<file path="src/rtl/serial_word_tx.sv">
// serial_word_tx: valid/ready word framer that serializes WIDTH bits, one per clock, onto so.
// A new word may be accepted on the last-bit cycle so consecutive words stream without a gap.
module serial_word_tx #(
    parameter int   WIDTH     = 4,
    parameter bit   LSB_FIRST = 1'b1,
    parameter logic IDLE_BIT  = 1'b0
) (
    input  logic             clk,
    input  logic             clear,
    input  logic [WIDTH-1:0] data_in,
    input  logic             load_valid,
    output logic             load_ready,
    output logic             so,
    output logic             so_en,
    output logic             word_done,
    output logic             busy
);
    localparam int CW = (WIDTH > 1) ? $clog2(WIDTH) : 1;
    localparam logic [CW-1:0] LAST = CW'(WIDTH - 1);
    localparam logic [CW-1:0] PENULT = CW'(WIDTH - 2);

    typedef enum logic {IDLE, SHIFT} state_t;

    state_t           state_q;
    logic [CW-1:0]    cnt_q;
    logic [WIDTH-1:0] sh_q;
    logic             so_q, so_en_q, done_q;
    logic             last, accept;

    assign last       = (state_q == SHIFT) && (cnt_q == LAST);
    assign load_ready = ~clear & ((state_q == IDLE) | last);
    assign accept     = load_valid & load_ready;

    // sh_q holds only the bits not yet presented; so_q is the bit on the wire now
    always_ff @(posedge clk or posedge clear) begin
        if (clear) begin
            state_q <= IDLE;
            cnt_q   <= '0;
            sh_q    <= '0;
            so_q    <= IDLE_BIT;
            so_en_q <= 1'b0;
            done_q  <= 1'b0;
        end else if (accept) begin
            state_q <= SHIFT;
            cnt_q   <= '0;
            so_q    <= LSB_FIRST ? data_in[0] : data_in[WIDTH-1];
            sh_q    <= LSB_FIRST ? (data_in >> 1) : (data_in << 1);
            so_en_q <= 1'b1;
            done_q  <= 1'b0;
        end else if (last) begin
            state_q <= IDLE;
            cnt_q   <= '0;
            sh_q    <= '0;
            so_q    <= IDLE_BIT;
            so_en_q <= 1'b0;
            done_q  <= 1'b0;
        end else if (state_q == SHIFT) begin
            cnt_q   <= cnt_q + 1'b1;
            so_q    <= LSB_FIRST ? sh_q[0] : sh_q[WIDTH-1];
            sh_q    <= LSB_FIRST ? (sh_q >> 1) : (sh_q << 1);
            done_q  <= (cnt_q == PENULT);
        end
    end

    assign so        = so_q;
    assign so_en     = so_en_q;
    assign word_done = done_q;
    assign busy      = so_en_q;
endmodule

</file>
<file path="config.mk">
export PLATFORM = sky130hd
export DESIGN_NAME = serial_word_tx
export DESIGN_NICKNAME = d
export VERILOG_FILES = /design/src/rtl/serial_word_tx.sv
export SDC_FILE = /design/constraint.sdc
export NUM_CORES = 1
export LEC_CHECK = 0
export CORE_AREA = 5 5 42 44
export DETAILED_ROUTE_END_ITERATION = 7
export DIE_AREA = 0 0 47 49
export HOLD_SLACK_MARGIN = 0.08
export PLACE_DENSITY = 0.63
export SETUP_SLACK_MARGIN = 0.15
export SLEW_MARGIN = 5
export SYNTH_ARGS = -nofsm -noshare
export SYNTH_HDL_FRONTEND = slang
export SYNTH_SLANG_ARGS = --single-unit
</file>
<file path="constraint.sdc">
create_clock -name clk -period 1.6 [get_ports clk]
set_clock_uncertainty 0.05 [all_clocks]
set_input_delay 0.32 -clock clk [delete_from_list [all_inputs] [get_ports clk]]
set_output_delay 0.32 -clock clk [all_outputs]
set_load 0.02 [all_outputs]
</file>
==> results of run 1 <==
## metal layers
layer | wire [microns] | vias up | track usage [%]
met3 | 81 | 2 | 2.58
li1 | - | 181 | -
met4 | 5 | 0 | 6.91
met5 | 0 | - | 0
met1 | 426 | 155 | 11.0
met2 | 371 | 11 | 9.28
## critical path, cell delays in order (launching register included)
cell	delay [ns]
dfrtp_1	0.38
ha_2	0.20
nor2b_2	0.12
nor2_1	0.05
buf_4	0.15
## sequential cells by signal (all words and copies together), names as in the netlist
register   count
busy           1
cnt_q          2
word_done      1
sh_q           3
so             1
## cells by family after synthesis
kind of cell,Yosys count
adder cells (fa/ha/maj),2
AND/OR/NAND/NOR,12
AO/OA/AOI/OAI,10
flip-flops,8
multiplexers,1
buffers and inverters,4
## synthesized netlist by cell type
cell type  instances
nor2b_4            1
nor2_1             1
nand3_1            2
buf_4              1
o22ai_1            1
o21ai_0            1
dfrtp_1            8
o21ai_1            1
nand2b_4           1
a32oi_1            3
o211ai_1           3
inv_1              3
mux2i_1            1
nand2_1            5
a32o_1             1
nand2b_1           1
ha_1               2
nor2b_2            1
## where the power goes
part           total, mW  leakage [nW]  internal, mW  switching, mW
clock network      0.150        0.0138        0.0856         0.0648
registers          0.331         0.102         0.286         0.0450
logic              0.513         0.189         0.256          0.257
total              0.994         0.305         0.627          0.367
## stage by stage
step	total power [mW]	TNS, ns	utilization, %	setup WS (ns)
after floorplan	0.609	0	-	0.246
after global placement	0.848	-0.208	41.3	-0.208
after detailed placement	0.857	-0.231	41.3	-0.231
after CTS	0.986	0	42.6	0.0256
after global routing	1.07	0	43.5	0.00653
final	0.994	0	43.5	0.0883
## repair_timing
action                                  CTS  global route
resized for setup                        12             2
buffers inserted                          0             1
hold buffers                              0             0
endpoints found under the setup margin    5             1
## path summary, 6_finish.rpt
kind | start | slack (ns) | depth (start not counted) | endpoint
max | cnt_q[0] | 0.09 | 4 | load_ready
min | sh_q[2] | 0.43 | 2 | sh_q[1]
max reg2reg | cnt_q[0] | 0.40 | 5 | cnt_q[1]
min reg2reg | sh_q[2] | 0.43 | 2 | sh_q[1]
max in group asynchronous | clear | 0.81 | 3 | cnt_q[0]
min in group asynchronous | clear | 0.44 | 3 | so
## area by class of cell
class | instances | area [sq um] | area share (%)
sequential | 8 | 200 | 32.9
timing repair buffer | 19 | 168 | 27.5
clock buffer | 3 | 22.5 | 3.70
inverter | 3 | 11.3 | 1.85
multi-input combinational | 25 | 188 | 30.8
tap | 16 | 20.0 | 3.29
==> impl_metrics.py, run 1 <==
metrics = {
    "status": {
        "status": "complete, no violations",
    },
    "yosys": {
        "synth_area_per_cell_sq_um": 10.9,
        "synthMuxAreaShare_pct": 2.48,
        "synth-seq-cells": 8,
        "syn_inst": 37,
        "synth.area.top_cells": "dfrtp_1 (50%), a32oi_1 (6.5%), ha_1 (6.2%)",
        "syn_nets": 46,
        "synth_cell_types": 18,
        "syn-cell-area_sq_um": 404,
        "synth_top_family_by_area": "compound AO/OA/AOI/OAI gates",
        "synth_compound_area_share_pct": 18.6,
        "yosysWarningCount": 0,
        "yosysTopAreaCell": "dfrtp_1",
        "yosysTopAreaCellShare_pct": 49.5,
        "synth-xor-area-share_pct": 0,
        "synth-simple-area-share_pct": 18.6,
        "ys_seq_area_share_pct": 49.5,
        "synthAdderAreaFrac_pct": 6.19,
    },
    "global_route": {
        "grt_pass1_wl_microns": 1290,
        "antenna_found_initial": 0,
        "grt_overflow": 0,
        "grt_pass1_vias": 308,
        "grt_usage_pct": 7.94,
        "grt_max_degree": 9,
    },
    "sta": {
        "fmax_mhz": 661,
        "maxSlewHeadroom_pct": 78.9,
        "min_period_ns": 1.51,
        "rsz0062_at_grt": "yes",
        "fin_crit_sh_pct": 94.5,
        "worst_pin_slew_ns": 0.316,
        "setup_viol": 0,
        "timing.hold.ws_ns": 0.434,
        "drv_slew": 0,
        "finalHoldViolations": 0,
    },
    "cts": {
        "root_buffer": "clkbuf_4",
        "path_clk_slew_ns": 0.05,
        "cts_tree": "done",
        "cts_buffers": 3,
        "clk_latency_ns": 0.25,
        "cts_htree_levels": 1,
        "clk_path_buf_depth": 2,
        "cts_sinks": 8,
    },
    "worst_setup_path": {
        "cp.arrival_ns": 1.14,
        "startpoint_type": "flop",
        "required_ns": 1.23,
        "endpoint_kind": "output pin",
        "cp_max_fo": 2,
        "worstSetupPathType": "reg2out",
    },
    "routing": {
        "wire_per_inst_microns": 12.0,
        "drc_errors": 0,
        "via_per_inst": 4.72,
        "drtIter0Drc": 1,
        "dr.pass1.iters": 4,
        "num_vias": 349,
        "ant_nets": 0,
        "finalWirelength_microns": 885,
    },
    "die": {
        "fp.dieW_microns": 47,
        "ios": 12,
        "die_height_microns": 49,
        "initial_core_util_pct": 28.8,
        "placementRows": 14,
        "dieArea_sq_um": 2300,
        "core_region_area_sq_um": 1400,
    },
    "cells_and_area": {
        "syn_to_final_growth_pct": 50.8,
        "fill_cells": 151,
        "layout_common_cells": "buf_4 (9), dfrtp_1 (8), clkdlybuf4s50_1 (6)",
        "fin_nets": 69,
        "drive_gt1_share_pct": 31.0,
        "antennaDiodeCount": 0,
        "final_common_cell": "buf_4",
        "design_area_sq_um": 609,
        "instances_no_fill": 74,
    },
    "placement": {
        "dpl-instance-area_sq_um": 579,
        "dp_cells": 70,
        "place.detailed.hpwl_microns": 705,
        "numPortBuffers": 11,
        "place.gp.congestion": 0.700,
    },
    "hold_path": {
        "worstHoldPathType": "reg2reg",
    },
    "power": {
        "ir_drop_v": 0.000783,
        "powerDensity_nw_per_um2": 1630,
        "leakage_nw": 0.305,
    },
    "run": {
        "max_cap_violations": 0,
    },
}
(Power assumes the default switching activity.)
==> inputs of run 2 (changes only) <==
--- a/config.mk
+++ b/config.mk
@@ -6,6 +6,7 @@
 export NUM_CORES = 1
 export LEC_CHECK = 0
 export CORE_AREA = 5 5 42 44
+export CTS_CLUSTER_SIZE = 28
 export DETAILED_ROUTE_END_ITERATION = 7
 export DIE_AREA = 0 0 47 49
 export HOLD_SLACK_MARGIN = 0.08
==> results of run 2 <==
Same layout as run 1: the final DEF is identical, and so are final timing and power.
